[config.mk]
export PLATFORM = sky130hd
export DESIGN_NAME = z80_rotate_shift_unit
export DESIGN_NICKNAME = d
export VERILOG_FILES = /design/src/rtl/z80_rotate_shift_unit.sv
export SDC_FILE = /design/constraint.sdc
export NUM_CORES = 1
export LEC_CHECK = 0
export CAP_MARGIN = 40
export CORE_UTILIZATION = 40
export DETAILED_ROUTE_END_ITERATION = 8
export HOLD_SLACK_MARGIN = 0.12
export PLACE_DENSITY = 0.66
export SLEW_MARGIN = 15
export SYNTH_ARGS = -nofsm -noshare
export SYNTH_HDL_FRONTEND = slang
export SYNTH_SLANG_ARGS = --single-unit
[constraint.sdc]
create_clock -name clk -period 4.6 [get_ports clk]
set_input_delay 0.69 -clock clk [delete_from_list [all_inputs] [get_ports clk]]
set_output_delay 0.69 -clock clk [all_outputs]
set_load 0.02 [all_outputs]
[src/rtl/z80_rotate_shift_unit.sv]
// Iterative rotate/shift unit covering the eight CB-prefix rotate/shift ops.
// It performs one bit step per clock and returns Z80-format flags.
module z80_rotate_shift_unit #(
  parameter int unsigned WIDTH          = 8,
  parameter int unsigned CNT_W          = 4,
  parameter int unsigned XY_FROM_RESULT = 0
) (
  input  logic             clk,
  input  logic             reset_n,
  input  logic             start_valid,
  output logic             start_ready,
  input  logic [2:0]       op,
  input  logic [CNT_W-1:0] count,
  input  logic [WIDTH-1:0] data_in,
  input  logic             carry_in,
  input  logic [7:0]       flags_in,
  output logic             result_valid,
  input  logic             result_ready,
  output logic [WIDTH-1:0] result,
  output logic             carry_out,
  output logic [7:0]       flags_out,
  output logic             busy
);

  localparam int unsigned M = WIDTH - 1;

  typedef enum logic [1:0] {IDLE, SHIFT, DONE} state_e;

  state_e             state_q, state_d;
  logic [2:0]         op_q, op_d;
  logic [CNT_W-1:0]   cnt_q, cnt_d;
  logic [WIDTH-1:0]   data_q, data_d;
  logic               carry_q, carry_d;
  logic [1:0]         xy_q, xy_d;
  logic [WIDTH-1:0]   result_q, result_d;
  logic               carry_out_q, carry_out_d;
  logic [7:0]         flags_q, flags_d;
  logic               result_valid_q, result_valid_d;
  logic               busy_q, busy_d;
  logic               start_ready_q, start_ready_d;

  logic [WIDTH-1:0]   step_data;
  logic               step_carry;
  logic [WIDTH-1:0]   fin_data;
  logic               fin_carry;
  logic [1:0]         fin_xy;
  logic [7:0]         fin_flags;

  // One single-bit step of the captured operation on the working registers.
  always_comb begin
    step_data  = data_q;
    step_carry = carry_q;
    case (op_q)
      3'd0: begin step_carry = data_q[M]; step_data = {data_q[M-1:0], data_q[M]}; end
      3'd1: begin step_carry = data_q[0]; step_data = {data_q[0], data_q[M:1]}; end
      3'd2: begin step_carry = data_q[M]; step_data = {data_q[M-1:0], carry_q}; end
      3'd3: begin step_carry = data_q[0]; step_data = {carry_q, data_q[M:1]}; end
      3'd4: begin step_carry = data_q[M]; step_data = {data_q[M-1:0], 1'b0}; end
      3'd5: begin step_carry = data_q[0]; step_data = {data_q[M], data_q[M:1]}; end
      3'd6: begin step_carry = data_q[M]; step_data = {data_q[M-1:0], 1'b1}; end
      default: begin step_carry = data_q[0]; step_data = {1'b0, data_q[M:1]}; end
    endcase
  end

  // A zero count spends its single SHIFT cycle as a pass-through, giving uniform latency.
  always_comb begin
    fin_data  = (cnt_q == '0) ? data_q  : step_data;
    fin_carry = (cnt_q == '0) ? carry_q : step_carry;
  end

  // Undocumented flag bits 5/3: from the result or passed through from F.
  generate
    if (XY_FROM_RESULT != 0) begin : g_xy_result
      always_comb fin_xy = {fin_data[5], fin_data[3]};
    end else begin : g_xy_pass
      always_comb fin_xy = xy_q;
    end
  endgenerate

  // Z80 flag byte {S,Z,5,H,3,PV,N,C} derived from the final value.
  always_comb begin
    fin_flags = {fin_data[M], (fin_data == '0), fin_xy[1], 1'b0,
                 fin_xy[0], ~(^fin_data), 1'b0, fin_carry};
  end

  // Next-state, datapath update and registered output values.
  always_comb begin
    state_d     = state_q;
    op_d        = op_q;
    cnt_d       = cnt_q;
    data_d      = data_q;
    carry_d     = carry_q;
    xy_d        = xy_q;
    result_d    = result_q;
    carry_out_d = carry_out_q;
    flags_d     = flags_q;
    case (state_q)
      IDLE: begin
        if (start_valid) begin
          op_d    = op;
          cnt_d   = count;
          data_d  = data_in;
          carry_d = carry_in;
          xy_d    = {flags_in[5], flags_in[3]};
          state_d = SHIFT;
        end
      end
      SHIFT: begin
        if (cnt_q <= CNT_W'(1)) begin
          data_d      = fin_data;
          carry_d     = fin_carry;
          cnt_d       = '0;
          result_d    = fin_data;
          carry_out_d = fin_carry;
          flags_d     = fin_flags;
          state_d     = DONE;
        end else begin
          data_d  = step_data;
          carry_d = step_carry;
          cnt_d   = cnt_q - CNT_W'(1);
        end
      end
      DONE: begin
        if (result_ready) state_d = IDLE;
      end
      default: state_d = IDLE;
    endcase
    start_ready_d  = (state_d == IDLE);
    busy_d         = (state_d != IDLE);
    result_valid_d = (state_d == DONE);
  end

  // State and datapath registers with asynchronous clear.
  always_ff @(posedge clk or negedge reset_n) begin
    if (!reset_n) begin
      state_q        <= IDLE;
      op_q           <= '0;
      cnt_q          <= '0;
      data_q         <= '0;
      carry_q        <= 1'b0;
      xy_q           <= '0;
      result_q       <= '0;
      carry_out_q    <= 1'b0;
      flags_q        <= '0;
      result_valid_q <= 1'b0;
      busy_q         <= 1'b0;
      start_ready_q  <= 1'b1;
    end else begin
      state_q        <= state_d;
      op_q           <= op_d;
      cnt_q          <= cnt_d;
      data_q         <= data_d;
      carry_q        <= carry_d;
      xy_q           <= xy_d;
      result_q       <= result_d;
      carry_out_q    <= carry_out_d;
      flags_q        <= flags_d;
      result_valid_q <= result_valid_d;
      busy_q         <= busy_d;
      start_ready_q  <= start_ready_d;
    end
  end

  assign start_ready  = start_ready_q;
  assign busy         = busy_q;
  assign result_valid = result_valid_q;
  assign result       = result_q;
  assign carry_out    = carry_out_q;
  assign flags_out    = flags_q;

endmodule
After elaboration in Yosys (flattened, before gate mapping):

Cells that the tools add are included.

* memory bits (read-only): 0
* output and inout bits: 20
* latch bits: 0
* bits in registers: 38
* memories kept: 0
* word-level logic and storage cells: 54
* input bits: 28
* bits in writable memories: 0

* mux-type cells: 17
* magnitude comparators: 1
* bitwise operators: 1
* divide/modulo/power cells: 0
* add/sub/neg operators: 1
* equal/unequal tests: 10
* shifts and indexed selects: 0
* reductions and logical operators: 12
* $mul: 0

Operator list (count)
* $pmux 8 s7: 1
* $mux 8: 3
* $pmux 8 s2: 1
* $eq 3x3->1 const B: 3
* $logic_not 8->1: 1
* $mux 4: 2
* $pmux 4 s2: 1
* $reduce_xor 8->1: 1
* $eq 3x2->1 const B: 2
* $mux 2: 3
* $pmux 2 s3: 1
* $reduce_and 2->1: 3
* $eq 2x2->1 const B: 2
* $le 4x1->1 const B: 1
* $logic_not 2->1: 2
* $logic_not 4->1: 1
* $mux 1: 4
* $reduce_bool 2->1: 2
* $reduce_or 4->1: 1
* $sub 4x1->4 const B: 1
* $eq 3x1->1 const B: 1
* $logic_not 3->1: 1
* $eq 2x1->1 const B: 1
* $ne 2x2->1 const B: 1
* other kinds (2): 2

Depth between registers and ports, before layout:

Gate-level depths: netlist of run 1.

* word-level depth: 6
* depth in mapped cells: 11
* depth with buffers taken out: 9

Least setup slack after synthesis of run 1:

No wires, ideal clock.

* path kind: register to register
* from: register cnt_q[0]
* to: register flags_q[2] (netlist: flags_out[2])
* clock period less this slack: 2.214 ns
* library setup time: 0.136 ns
* arrival: 2.078 ns
* cell stages (with the launch flop): 11
* path slack: 2.386 ns
* required time: 4.464 ns
* buffers on the path: 2
* cells stage by stage: dfrtp_1 inv_1 ha_1 or3b_1 buf_6 buf_8 mux2i_4 ha_1 xnor2_1 xnor2_1 o21ai_0

* cells in the longest elaborated chain, start to end: 4
* elaborated cells on any way between the ends: 6
* classes of those cells: 1 x order compare; 1 x mux; 1 x bitwise; 3 x reduce/logical

Ends and longest elaborated chain
* from (decl): line 31 `logic [CNT_W-1:0] cnt_q, cnt_d;`
* from (signal assigned): line 151 `cnt_q <= cnt_d;`
* $logic_not 4->1: line 67 `fin_data = (cnt_q == '0) ? data_q : step_data;`
* $mux 8: line 67
* $reduce_xor 8->1: line 83 `fin_xy[0], ~(^fin_data), 1'b0, fin_carry};`
* $not 1->1: line 83
* to (signal assigned): line 157 `flags_q <= flags_d;`
* to (decl): line 37 `logic [7:0] flags_q, flags_d;`

Parallel ways exist; a longest one is shown, timed or not.
A chain may end at the register's enable or synchronous reset.

Worst setup path after layout of run 1:

Ends and elaborated chain as after synthesis.

==> impl_metrics.json, run 1 <==
{
  "status": "completed",
  "ctsHoldBuffers": 0,
  "root_buffer": "clkbuf_8",
  "layout_setup_ws_ns": 2.015,
  "grt_max_degree": 37,
  "dpl_worst_slack_ns": 1.904,
  "area_delta_synth_final_pct": 24.74,
  "synth_top_family_by_area": "compound AO/OA/AOI/OAI gates",
  "synth-simple-area-share": 0.1345,
  "crit_path_end_kind": "flop",
  "max_freq_mhz": 386.8,
  "finalSetupViolCount": 0,
  "final_common_cell": "clkdlybuf4s50_1",
  "slowest_delay_ns": 0.67,
  "clk_pin_slew_ns": 0.08,
  "critPathCapture": "flags_out[2]",
  "cp_top_family": "simple AND/OR/NAND/NOR gates",
  "synth_compound_area_frac": 0.2084,
  "yosysWarnings": 0,
  "yosysTopAreaCell": "dfrtp_1",
  "cts_tree": "built",
  "worstSetupPathType": "reg -> reg",
  "post_dp_cell_area_um2": 2479,
  "antenna_left": 0,
  "crit_start": "cnt_q[0]",
  "cts_setup_buffers": 0,
  "wl_met3_um": 210,
  "final_util": 0.5326,
  "cellPowerDensity_nw_per_um2": 814.4,
  "synth_xor_area_frac": 0.01261,
  "layout_common_cells": "clkdlybuf4s50_1, dfrtp_1, nand2_1",
  "finalCritPeriodShare": 0.5621,
  "drt_wl_total_um": 4527,
  "core-area_um2": 4880,
  "cts_buffer_depth": 2,
  "dr.pass1.iters": 4,
  "slew_viol_final": 0,
  "grt_pass1_wl_um": 7334,
  "synth.distinct_cells": 48,
  "worst-path-stages": 9,
  "via_count": 1632,
  "crit_top_cell": "ha_1",
  "die_h_um": 74.17,
  "yosysSeqAreaShare": 0.4330,
  "drive_gt1_frac": 0.1336,
  "min_path_type": "in -> async",
  "skew_ns": 0.005611,
  "wl_met2_um": 2078,
  "crit_chain": "inv_1, ha_1, or3b_1, nand2_1, o22ai_1, ha_1, xor2_1, xnor2_1, o21ai_0",
  "synth_mux_area_frac": 0.09970,
  "htreeDepth": 2,
  "timing.rr.start": "cnt_q[0]",
  "track_usage": 0.1827,
  "fin_area_um2": 2599,
  "crit_buf_inv": 1,
  "synthFlopType": "dfrtp_1",
  "r2r_end": "flags_out[2]",
  "worstPathArrival_ns": 2.76,
  "diodes": 0,
  "relSlewSlack": 0.4393,
  "period_needed_ns": 2.585,
  "grt_pass1_vias": 1490,
  "start_kind": "flop",
  "hold_viol": 0,
  "rsz0062_at_grt": "no",
  "ys_ff_latch": 36,
  "required_ns": 4.78,
  "syn_inst": 212,
  "r2r_cells": 9,
  "finalNetCount": 281,
  "syn_avg_cell_area_um2": 9.827,
  "clock_latency_ns": 0.30,
  "syn_area_um2": 2083,
  "critical_path.slowest_cell": "or3b_1",
  "drc_errors": 0,
  "synth_edf_count": 0,
  "numCtsBuffers": 5,
  "die_area_um2": 5500,
  "dpl.hpwl_um": 3090,
  "die_x_um": 74.17,
  "wl_per_cell_um": 14.42,
  "cp_max_fo": 14,
  "maxCapViolations": 0,
  "finalSetupTns_ns": 0,
  "start_util": 0.4269,
  "io_buffer_count": 39,
  "post-synth-top-area-fraction": 0.4204,
  "first_iter_violations": 79,
  "tightest_slew_ns": 0.8380,
  "viasPerCell": 5.197,
  "gp_congestion": 0.7696,
  "wl_met1_um": 2171,
  "async_reset_ff_frac": 1.000,
  "overflow": 0,
  "vdd_drop_max_mv": 0.5914,
  "rows": 25,
  "cts.sinks": 36,
  "ys_top_cells_by_area": "dfrtp_1, mux2_2, nand2_1, ha_1, o21ai_0",
  "top_layer_used": "met4",
  "antenna_found_initial": 0,
  "rrSetupSlack_ns": 2.01,
  "cts-resized-gates": 0,
  "synth_fa_ha_area_frac": 0.04204,
  "io_pins": 48,
  "p_leak_uw": 0.001214
}
-- registers in the layout (all words and copies together) (netlist names) --
signal,cells
op_q,3
flags_out,5
state_q,2
busy,1
cnt_q,4
result_valid,1
fin_xy,2
carry_q,1
data_q,8
result,8
start_ready,1
-- cell type report --
type                    instances  area [um2]
clock buffers                   6       82.58
clock inverters                 2       10.01
fillers                       486        2281
inverters                      13       48.80
multi-input cells             149        1044
flip-flops and latches         36       902.1
well taps                      67       83.83
repair buffers                 41       427.9
-- synthesized netlist by cell type, types with 2 or more instances --
| cell | n |
|---|---|
| mux2_2 | 10 |
| nor3b_1 | 2 |
| buf_2 | 2 |
| o21bai_1 | 2 |
| ha_1 | 7 |
| inv_1 | 13 |
| o221ai_1 | 2 |
| a211oi_1 | 2 |
| a21o_1 | 8 |
| a2bb2oi_1 | 2 |
| mux2i_4 | 2 |
| nand2_1 | 24 |
| o22a_1 | 6 |
| nor2b_1 | 5 |
| or2_2 | 4 |
| o22ai_1 | 3 |
| clkbuf_1 | 6 |
| mux2i_1 | 5 |
| buf_4 | 4 |
| nor3_1 | 2 |
| xnor2_1 | 2 |
| a21oi_1 | 11 |
| o21ai_0 | 13 |
| nor2_1 | 12 |
| dfrtp_1 | 35 |
| a211o_1 | 6 |
-- per-stage QoR --
stage	hold WS [ns]	std cells	total power (uW)
6_report	0.3094	314	2116
5_1_grt	0.3317	314	2299
4_1_cts	0.4718	313	2127
3_5_place_dp	0.4543	305	1874
3_3_place_gp	0.4488	304	1847
2_1_floorplan	0.3944	213	1559
-- metal layers --
| layer | track usage | vias to the layer above |
|---|---|---|
| met3 | 0.05014 | 5 |
| met4 | 0.06410 | 0 |
| met5 | 0 | - |
| li1 | - | 809 |
| met1 | 0.2416 | 776 |
| met2 | 0.2879 | 42 |
-- where the power goes --
group	switching (uW)	internal [uW]	total (uW)
clock	119	120	239
sequential	164	471	635
combinational	625	618	1240
total	908	1210	2120
-- kinds of logic (layout without fill, tap and decap cells) --
| kind of cell | Yosys count | in the layout |
|---|---|---|
| buffers and inverters | 28 | 62 |
| other | 1 | 2 |
| flip-flops | 36 | 36 |
| AO/OA/AOI/OAI | 63 | 63 |
| AND/OR/NAND/NOR | 57 | 57 |
| XOR/XNOR | 3 | 3 |
| multiplexers | 17 | 17 |
| adder cells (fa/ha/maj) | 7 | 7 |
-- how the worst min path moves through the flow --
stage / from / end / depth (start not counted)
final: reset_n / result[7] / 1
after CTS: fin_xy[0] / flags_out[3] / 2
after floorplan: reset_n / busy / 0
after global routing: reset_n / op_q[1] / 1
after global placement: fin_xy[0] / flags_out[3] / 2
after detailed placement: fin_xy[0] / flags_out[3] / 2
(Power assumes the default switching activity.)
==> run 2: changes to the inputs <==
PLACE_DENSITY = 0.69   (was 0.66)
clock period = 2.1 ns   (was 4.6 ns; I/O delays follow)
==> run 2 against run 1 <==
- the run now ends with setup timing left
- first-iteration DRC count increased by 89%
- final area increased by 16%
- critical path depth unchanged
- largest power group unchanged
- power increased to 2.8 times the previous value
- largest cell class unchanged
- flip-flop and latch count unchanged
- non-clock buffer count increased by 35
- hold slack improved by 0.13 ns
- critical endpoint unchanged
- worst setup slack got worse by 2.0 ns
- global-route usage increased by 1.9 points
- fmax increased by 21%
- sequential power increased by 110%
==> impl_metrics.json, run 2 (synthesis gave the netlist of run 1 again) <==
{
  "overflow": 0,
  "drc_errors": 0,
  "drt_wl_total_um": 5185,
  "rsz0062_at_grt": "yes",
  "finalSetupViolCount": 1,
  "finalCritPeriodShare": 1.014,
  "r2r_end": "flags_out[2]",
  "finalNetCount": 316,
  "grt_pass1_vias": 1744,
  "grt_pass1_wl_um": 8245,
  "clk_pin_slew_ns": 0.08,
  "core-area_um2": 4880,
  "wl_per_cell_um": 14.86,
  "io_pins": 48,
  "min_path_type": "in -> async",
  "start_kind": "flop",
  "status": "finished with violations",
  "diodes": 0,
  "worstSetupPathType": "reg -> reg",
  "crit_start": "cnt_q[1]",
  "rrSetupSlack_ns": -0.03,
  "vdd_drop_max_mv": 1.392,
  "p_leak_uw": 0.001382,
  "grt_max_degree": 37,
  "worstPathArrival_ns": 2.32,
  "layout_common_cells": "clkdlybuf4s50_1, dfrtp_1, buf_4",
  "htreeDepth": 2,
  "required_ns": 2.29,
  "via_count": 1807,
  "cts_tree": "built",
  "antenna_found_initial": 0,
  "period_needed_ns": 2.130,
  "final_common_cell": "clkdlybuf4s50_1",
  "track_usage": 0.2014,
  "die_x_um": 74.17,
  "cp_max_fo": 5,
  "gp_congestion": 0.8594,
  "hold_viol": 0,
  "numCtsBuffers": 5,
  "viasPerCell": 5.178,
  "crit_path_end_kind": "flop",
  "cts_buffer_depth": 2,
  "maxCapViolations": 0,
  "dpl.hpwl_um": 3505,
  "skew_ns": 0.005389,
  "critPathCapture": "flags_out[2]",
  "root_buffer": "clkbuf_8",
  "post_dp_cell_area_um2": 2734,
  "area_delta_synth_final_pct": 44.32,
  "clock_latency_ns": 0.29,
  "fin_area_um2": 3007,
  "max_freq_mhz": 469.5,
  "slew_viol_final": 0,
  "drive_gt1_frac": 0.2979,
  "die_area_um2": 5500,
  "first_iter_violations": 149,
  "dp_cells": 336,
  "cellPowerDensity_nw_per_um2": 1959,
  "fillCellCount": 439,
  "antenna_left": 0,
  "die_h_um": 74.17,
  "dr.pass1.iters": 4,
  "start_util": 0.4269,
  "r2r_cells": 9,
  "cts.sinks": 36,
  "violations": "setup timing",
  "layout_setup_ws_ns": -0.02978,
  "io_buffer_count": 39,
  "stdcell_count": 349,
  "rows": 25,
  "timing.rr.start": "cnt_q[1]"
}
[run 2: per-layer routing]
layer | track usage | vias to the layer above | share of wire
met4 | 0.07051 | 0 | 0.015
li1 | - | 883 | -
met2 | 0.3253 | 46 | 0.50
met3 | 0.04472 | 7 | 0.043
met5 | 0 | - | 0
met1 | 0.2665 | 871 | 0.45
[run 2: how the worst min path moves through the flow]
stage / cells after the start / from / endpoint / slack, ns
3_5_place_dp: 2 / fin_xy[0] / flags_out[3] / 0.46
6_report: 2 / reset_n / busy / 0.44
2_1_floorplan: 0 / reset_n / busy / 0.02
4_1_cts: 2 / reset_n / busy / 0.46
3_3_place_gp: 2 / fin_xy[0] / flags_out[3] / 0.45
5_1_grt: 2 / reset_n / busy / 0.49
[run 2: metrics by stage]
stage | utilization | setup WS, ns | setup TNS [ns] | hold WS, ns | total power, uW
6_report | 0.6162 | -0.02978 | -0.02978 | 0.4373 | 5890
5_1_grt | 0.6162 | -0.1163 | -0.2387 | 0.4891 | 6304
4_1_cts | 0.5874 | -0.04911 | -0.04911 | 0.4588 | 5346
3_5_place_dp | 0.5603 | -0.09393 | -0.09393 | 0.4570 | 4629
3_3_place_gp | 0.5603 | -0.04418 | -0.04418 | 0.4493 | 4570
2_1_floorplan | - | -0.09715 | -0.09715 | 0.01941 | 3447
[run 2: repair_timing]
action / CTS / global route
endpoints found under the hold margin: 0 / 0
endpoints found under the setup margin: 1 / 1
resized for setup: 6 / 17
pin swaps: 2 / 4
gates cloned: 1 / 0
buffers inserted: 1 / 3
hold buffers: 0 / 0
[run 2: area by class of cell]
type | instances | area [um2] | area share
clock buffer | 5 | 68.82 | 0.02289
clock inverter | 3 | 18.77 | 0.006242
inverter | 13 | 48.80 | 0.01623
multi-input combinational | 149 | 1187 | 0.3949
sequential | 36 | 902.1 | 0.3000
tap | 67 | 83.83 | 0.02788
timing repair buffer | 76 | 696.9 | 0.2318
[run 2: where the power goes]
part	switching, uW	total, uW	internal [uW]
sequential	287	1320	1030
clock	266	498	231
combinational	1860	4070	2210
[run 2: worst max-delay path, stage by stage (launching register included)]
cell and delay (ns):
dfrtp_1 0.40, inv_2 0.08, ha_4 0.13, or3b_4 0.41
buf_12 0.17, mux2i_4 0.19, ha_4 0.26, xor2_2 0.17
xnor2_1 0.15, o21ai_1 0.07
==> run 3: changes to the inputs <==
TNS_END_PERCENT = 1   (was default)
==> results of run 3 <==
Final layout, timing and power as in run 2 (identical DEF).
